$ cat src/rtl/nios_oci_trace_capture.sv
// nios_oci_trace_capture
//   Records completed OCI data-trace words into a circular buffer. Capture
//   freezes after a programmable post-trigger window (or immediately on
//   test_has_ended); the frozen contents are then read back oldest-first.
// Ports
//   clk, reset_n           clock, asynchronous active-low reset
//   dct_buffer, dct_count  packed trace word and its packing counter
//   test_ending            trigger: open the post-trigger window
//   test_has_ended         force an immediate freeze
//   arm                    clear the buffer and begin capture
//   rd_en                  read request, honoured only once frozen
//   rd_data/rd_valid/rd_last  registered read word, strobe, newest-word flag
//   state                  0 IDLE, 1 ARMED, 2 POST, 3 DONE
//   fill, wrapped          stored word count (saturating), overwrite flag
module nios_oci_trace_capture #(
  parameter int unsigned DATA_W     = 30,
  parameter int unsigned CNT_W      = 4,
  parameter int unsigned FULL_COUNT = 3,
  parameter int unsigned DEPTH      = 16,
  parameter int unsigned POST_TRIG  = 4
) (
  input  logic                     clk,
  input  logic                     reset_n,
  input  logic [DATA_W-1:0]        dct_buffer,
  input  logic [CNT_W-1:0]         dct_count,
  input  logic                     test_ending,
  input  logic                     test_has_ended,
  input  logic                     arm,
  input  logic                     rd_en,
  output logic [DATA_W-1:0]        rd_data,
  output logic                     rd_valid,
  output logic                     rd_last,
  output logic [1:0]               state,
  output logic [$clog2(DEPTH):0]   fill,
  output logic                     wrapped
);

  localparam int unsigned ADDR_W = $clog2(DEPTH);
  localparam logic [ADDR_W:0]   DEPTH_V = (ADDR_W+1)'(DEPTH);
  localparam logic [ADDR_W-1:0] POST_V  = ADDR_W'(POST_TRIG);
  localparam logic [CNT_W-1:0]  FULL_V  = CNT_W'(FULL_COUNT);

  typedef enum logic [1:0] {
    IDLE  = 2'd0,
    ARMED = 2'd1,
    POST  = 2'd2,
    DONE  = 2'd3
  } state_t;

  state_t state_q, state_d;

  logic [DATA_W-1:0] mem [DEPTH];
  logic [CNT_W-1:0]  prev_count;
  logic [ADDR_W-1:0] wr_ptr, wr_ptr_d;
  logic [ADDR_W-1:0] rd_ptr;
  logic [ADDR_W-1:0] post_cnt;
  logic [ADDR_W:0]   fill_d;
  logic [ADDR_W:0]   rd_left;
  logic              wrapped_d;
  logic              cap, we, rd_fire, enter_done;

  assign state = state_q;

  // One strobe per completed word: only the rising transition into FULL_COUNT.
  assign cap = (dct_count == FULL_V) && (prev_count != FULL_V);
  assign we  = cap && !arm && ((state_q == ARMED) || (state_q == POST));
  assign rd_fire = (state_q == DONE) && !arm && rd_en && (rd_left != '0);

  always_comb begin
    state_d = state_q;
    if (arm) begin
      state_d = ARMED;
    end else begin
      unique case (state_q)
        IDLE:  state_d = IDLE;
        ARMED: begin
          if (test_has_ended)  state_d = DONE;
          else if (test_ending) state_d = (POST_TRIG == 0) ? DONE : POST;
        end
        POST: begin
          if (test_has_ended)                   state_d = DONE;
          else if (cap && post_cnt == ADDR_W'(1)) state_d = DONE;
        end
        DONE:  state_d = DONE;
        default: state_d = IDLE;
      endcase
    end
  end

  // Next values of the write-side state, so the readout pointers captured on
  // entry to DONE already include a word written in the freezing cycle.
  always_comb begin
    wr_ptr_d  = wr_ptr;
    fill_d    = fill;
    wrapped_d = wrapped;
    if (arm) begin
      wr_ptr_d  = '0;
      fill_d    = '0;
      wrapped_d = 1'b0;
    end else if (we) begin
      wr_ptr_d = wr_ptr + 1'b1;
      if (fill == DEPTH_V) wrapped_d = 1'b1;
      else                 fill_d    = fill + 1'b1;
    end
  end

  assign enter_done = (state_d == DONE) && (state_q != DONE);

  always_ff @(posedge clk or negedge reset_n) begin
    if (!reset_n) state_q <= IDLE;
    else          state_q <= state_d;
  end

  always_ff @(posedge clk) begin
    if (we) mem[wr_ptr] <= dct_buffer;
  end

  always_ff @(posedge clk or negedge reset_n) begin
    if (!reset_n) begin
      prev_count <= '0;
      wr_ptr     <= '0;
      rd_ptr     <= '0;
      post_cnt   <= '0;
      fill       <= '0;
      rd_left    <= '0;
      wrapped    <= 1'b0;
      rd_data    <= '0;
      rd_valid   <= 1'b0;
      rd_last    <= 1'b0;
    end else begin
      prev_count <= dct_count;
      wr_ptr     <= wr_ptr_d;
      fill       <= fill_d;
      wrapped    <= wrapped_d;

      if (!arm && state_q == ARMED && test_ending)
        post_cnt <= POST_V;
      else if (!arm && state_q == POST && cap)
        post_cnt <= post_cnt - 1'b1;

      if (enter_done) begin
        rd_ptr  <= wrapped_d ? wr_ptr_d : '0;
        rd_left <= fill_d;
      end else if (rd_fire) begin
        rd_ptr  <= rd_ptr + 1'b1;
        rd_left <= rd_left - 1'b1;
      end

      rd_valid <= rd_fire;
      rd_last  <= rd_fire && (rd_left == (ADDR_W+1)'(1));
      if (rd_fire) rd_data <= mem[rd_ptr];
    end
  end

endmodule
$ cat config.mk
export PLATFORM = sky130hd
export DESIGN_NAME = nios_oci_trace_capture
export DESIGN_NICKNAME = d
export VERILOG_FILES = /design/src/rtl/nios_oci_trace_capture.sv
export SDC_FILE = /design/constraint.sdc
export NUM_CORES = 1
export LEC_CHECK = 0
export CORE_UTILIZATION = 30
export DETAILED_ROUTE_END_ITERATION = 6
export DONT_BUFFER_PORTS = 1
export SYNTH_ARGS = -nofsm -noshare
export SYNTH_HDL_FRONTEND = slang
export SYNTH_SLANG_ARGS = --single-unit
$ cat constraint.sdc
create_clock -name clk -period 4.78 [get_ports clk]
set_clock_uncertainty 0.05 [all_clocks]
set_input_delay 0.478 -clock clk [delete_from_list [all_inputs] [get_ports clk]]
set_output_delay 0.478 -clock clk [all_outputs]
set_load 0.1 [all_outputs]
# Word-level counts from Yosys, hierarchy flattened
# Memory sizes are Yosys's and may differ from the RTL's. A register that Yosys moved wholly into a read port is not among the register bits.
# Index checks and enable logic that the tools add are counted.
# classes
n_reduce_logical	20
add_sub_neg	5
n_eq_ne	10
mux	23
# ops
operator	count
4-bit 2-to-1 mux	7
5-bit 2-to-1 mux	5
1-bit logical AND	13
2-bit 2-to-1 mux	5
4-bit by 1-bit adder with 4-bit output, second input constant	2
2-bit case mux with 4 select lines	1
2-bit equality test, second input constant	3
5-bit by 1-bit adder with 5-bit output, second input constant	1
5-bit by 1-bit equality test with 1-bit output, second input constant	1
5-bit equality test, second input constant	1
1-bit 2-to-1 mux	5
5-bit nonzero test	1
5-bit by 1-bit subtractor with 5-bit output, second input constant	1
4-bit by 1-bit equality test with 1-bit output, second input constant	1
4-bit by 2-bit equality test with 1-bit output, second input constant	1
4-bit by 2-bit inequality test with 1-bit output, second input constant	1
2-bit nonzero test	2
4-bit by 1-bit subtractor with 4-bit output, second input constant	1
2-bit by 1-bit equality test with 1-bit output, second input constant	1
1-bit logical NOT	2
2-bit logical NOT	1
2-bit inequality test, second input constant	1
1-bit logical OR	1
# totals
n_memories	1
in_bits	40
out_inout_bits	40
word_cells	69
ramBits	480
register_bits	31
# mem_list
name	words	width	read_ports	rd_clocked_by_memory_dff	write_ports	line	source
mem	16	30	1	1	1	52	logic [DATA_W-1:0] mem [DEPTH];

# Depth between registers and ports, before layout
# depth
depth_word	10
mapped_depth	7
ltp_nobuf	7

# Least setup slack after synthesis
# No wires, ideal clock.
# synth_timing
kind	register to register
startpoint	reg state_q[0], in the netlist state[0]
endpoint	mem mem[3][0] (enable)
stages_incl_launch_ff	5
arrival_ps	4678
setup_ps	492
n_path_buf	0
path_slack_ps	-440
period_less_slack_ps	5220
t_required_ps	4238
path_cell_list	dfrtp_1 inv_1 ha_1 nand3_1 nor4_1
# synth_via
elab_chain_cells	5
elab_cells_between_ends	6
classes_between	eq/ne (2); mux (2); reduce/logical (2)
# synth_lines
element	line	source
start, declared	50	state_t state_q, state_d;
start signal, assigned	111	else state_q <= state_d;
2-bit by 1-bit equality test with 1-bit output or 2-bit equality test (tied branches)	66	assign we = cap && !arm && ((state_q == ARMED) || (state_q == POST));
1-bit logical OR (*)	66	
1-bit logical AND (*)	66	
1-bit 2-to-1 mux (*)	115	if (we) mem[wr_ptr] <= dct_buffer;
1-bit 2-to-1 mux (implied by the code) (*)	115	
end, declared	52	
# Mark *: on every way between the ends. The rest lies on a longest branch, timed or not.

# Final worst setup path
# layout_timing
startpoint	reg state_q[0], in the netlist state[0]
endpoint	reg rd_data[29], read port of mem
# layout_via
elab_chain_cells	4
# layout_lines
element	line	source
2-bit equality test	67	assign rd_fire = (state_q == DONE) && !arm && rd_en && (rd_left != '0);
1-bit logical AND (3 in a row)	67	
via rd_fire	60	logic cap, we, rd_fire, enter_done;
end, declared	30	output logic [DATA_W-1:0] rd_data,
# The timed path passes the listed nets, and every way through them passes these cells.
# A chain may end at the register's enable or synchronous reset.

==> out/metrics.csv <==
metric;value;unit
grt_pass1_vias;10280;
hold_ws;0.05730;ns
worstHoldStart;arm;
max_slew_margin;24.89;%
final_cell_mix;480 x edfxtp_1, 120 x mux4_2, 63 x mux2i_1, 58 x dfrtp_1, 55 x clkbuf_16;
ant_nets;0;
p_per_area;507.5;nW/um^2
slew_viol_final;0;
drc;0;
ys_ff_latch;541;
fin_crit_sh;68.05;%
fp.coreArea;69070;um^2
fill_cells;6355;
setup_viol;0;
synth_fp_nets;1048;
cp.arrival;3.63;ns
fin_area;24220;um^2
cp-end-kind;flop;
cts_resized;0;
critical_path_cell_count;7;
synthDominantCellAreaShare;68.42;%
postPlaceCellArea;22160;um^2
synth_area_per_cell;21.26;um^2
layout_min_cycle_time;3.253;ns
worst_path_max_delay_cell;a21o_2;
status;complete, no violations;
gp_congestion;0.7168;
overflow;0;
synth_edf_count;480;
wirelength;46020;um
r2r_slack;1.53;ns
io_pins;80;
clk_latency;0.61;ns
die_h;267.0;um
fin_tns_setup;0;ns
critical_path.top_delay_family;compound AO/OA/AOI/OAI gates;
cts_hold_buffers;37;
post_cts_buffers;0;
die_x;267.0;um
cts_tree;done;
die_area;71280;um^2
synth_warnings;0;
htree_levels;2;
power;12300;uW
slowest_delay;0.76;ns
start_kind;flop;
critPathMaxFanout;38;
crit_chain;buf_4 > ha_1 > nand3b_1 > a21o_2 > inv_2 > nand2b_2 > o221ai_1;
synth_top_cell_by_area;edfxtp_1;
cts-buffers-inserted;55;
yosys_most_used_dff;edfxtp_1;
antenna_found_initial;3;
synthArstFlopShare;11.28;%
crit_type;reg2reg;
rr_endpoint;rd_data[29];
ir_drop;0.2670;mV
rows;96;
cts-root-buf;clkbuf_16;
hold_viol;0;
yosys.cell_types.count;52;
path_buf_inv;2;
hold_end;fill[2];
dr.pass1.iters;5;
dp_hpwl;25640;um
drive_above_1_share;21.55;%
leakagePower;0.007524;uW
vias;9709;
hold_depth;2;
ys_top_cells_by_area;edfxtp_1 68%, mux4_2 13%, dfrtp_1 7.2%, mux2i_1 3.0%, o221ai_1 1.2%;
layout_commonest_cell;edfxtp_1;
clk_pin_slew;0.06;ns
initial_core_util;30.50;%
drv_cap;0;
drtIter0Drc;789;
mappedNetlistArea;21070;um^2
hold_class;in2reg;
r2r-start;state[0];
grt_pass1_wl;68420;um
ys_seq_area_share;75.67;%
fmax;0.3074;GHz
tightest_slew;1.127;ns
final_nets;1108;
grt_max_degree;62;
port_buffers;0;
rsz0062_at_grt;no;
synth_cells;991;
crit_required;5.16;ns
wl_per_cell;22.70;um
rr_worst_depth;7;
cts_sinks;541;
syn_to_final_growth;15.00;%
track_usage;13.04;%
clockBufferDepth;3;
via_per_inst;4.790;
-- synthesized netlist by cell type, types with 3 or more instances --
library cell / count
mux2i_1: 63
and3_1: 4
inv_1: 13
o221ai_1: 30
nand2_1: 45
buf_1: 3
dfrtp_1: 61
mux2_1: 5
a21oi_1: 5
edfxtp_1: 480
xor2_1: 7
buf_2: 14
nor3b_1: 3
clkbuf_1: 20
nand3b_1: 5
and2_1: 12
mux4_2: 120
nand4_1: 6
nor2_1: 15
buf_6: 11
nand2b_1: 3
nor3_1: 6
o21ai_0: 3
xnor2_1: 6
ha_1: 17
-- per-layer routing --
metal	part of all wire, %	track usage (%)	vias to the layer above
met5	0.059	0	-
met3	6.6	3.552	56
li1	-	-	4208
met2	48	21.29	244
met4	1.6	2.858	4
met1	43	17.34	5197
-- where the power goes --
group | total, uW | internal [uW] | switching, uW | leakage, uW
logic | 1850 | 971 | 877 | 0.00162
clock network | 4020 | 2250 | 1770 | 0.000811
registers | 6430 | 5280 | 1150 | 0.00510
-- kinds of logic (layout without fill, tap and decap cells) --
| group | Yosys count | count (layout) | synth area share (%) |
|---|---|---|---|
| simple gates | 116 | 116 | 3.047 |
| buf+inv | 64 | 168 | 1.639 |
| other cells | 0 | 1 | 0 |
| fa+ha+maj | 17 | 17 | 1.010 |
| compound gates | 52 | 52 | 2.002 |
| mux | 188 | 188 | 16.09 |
| flops | 541 | 541 | 75.67 |
| xor+xnor | 13 | 13 | 0.5405 |
-- how the worst max path moves through the flow --
| stage | to | start | slack, ns |
|---|---|---|---|
| after detailed placement | rd_data[18] | state[0] | 1.49 |
| after floorplan | mem[11][0] | state[0] | 0.21 |
| after CTS | rd_data[8] | state[0] | 1.48 |
| final | rd_data[29] | state[0] | 1.53 |
| after global placement | rd_data[24] | state[0] | 1.60 |
| after global routing | rd_data[24] | state[1] | 1.31 |
-- cell type report --
cell class / count / area (um^2) / area share [%]
repair buffers: 53 / 545.5 / 2.252
multi-input cells: 386 / 4831 / 19.94
flip-flops and latches: 541 / 15950 / 65.85
clock inverters: 25 / 221.5 / 0.9142
well taps: 931 / 1165 / 4.809
inverters: 14 / 52.55 / 0.2169
clock buffers: 76 / 1455 / 6.007
diodes: 1 / 2.502 / 0.01033
-- through the flow --
step / setup slack (ns) / cells / utilization, %
4_1_cts: 1.484 / 2026 / 35.07
2_1_floorplan: 0.2095 / 991 / -
5_1_grt: 1.312 / 2027 / 35.07
6_report: 1.527 / 2027 / 35.07
3_5_place_dp: 1.489 / 1888 / 32.08
3_3_place_gp: 1.601 / 1888 / 32.08
-- state kept, by name (all words and copies together), names as in the netlist --
| register | flops |
|---|---|
| rd_ptr | 4 |
| mem | 480 |
| rd_data | 30 |
| post_cnt | 4 |
| wr_ptr | 4 |
| rd_last | 1 |
| wrapped | 1 |
| prev_count | 4 |
| rd_valid | 1 |
| rd_left | 5 |
| fill | 5 |
| state | 2 |
No activity file was read; power rests on OpenSTA's default activity.
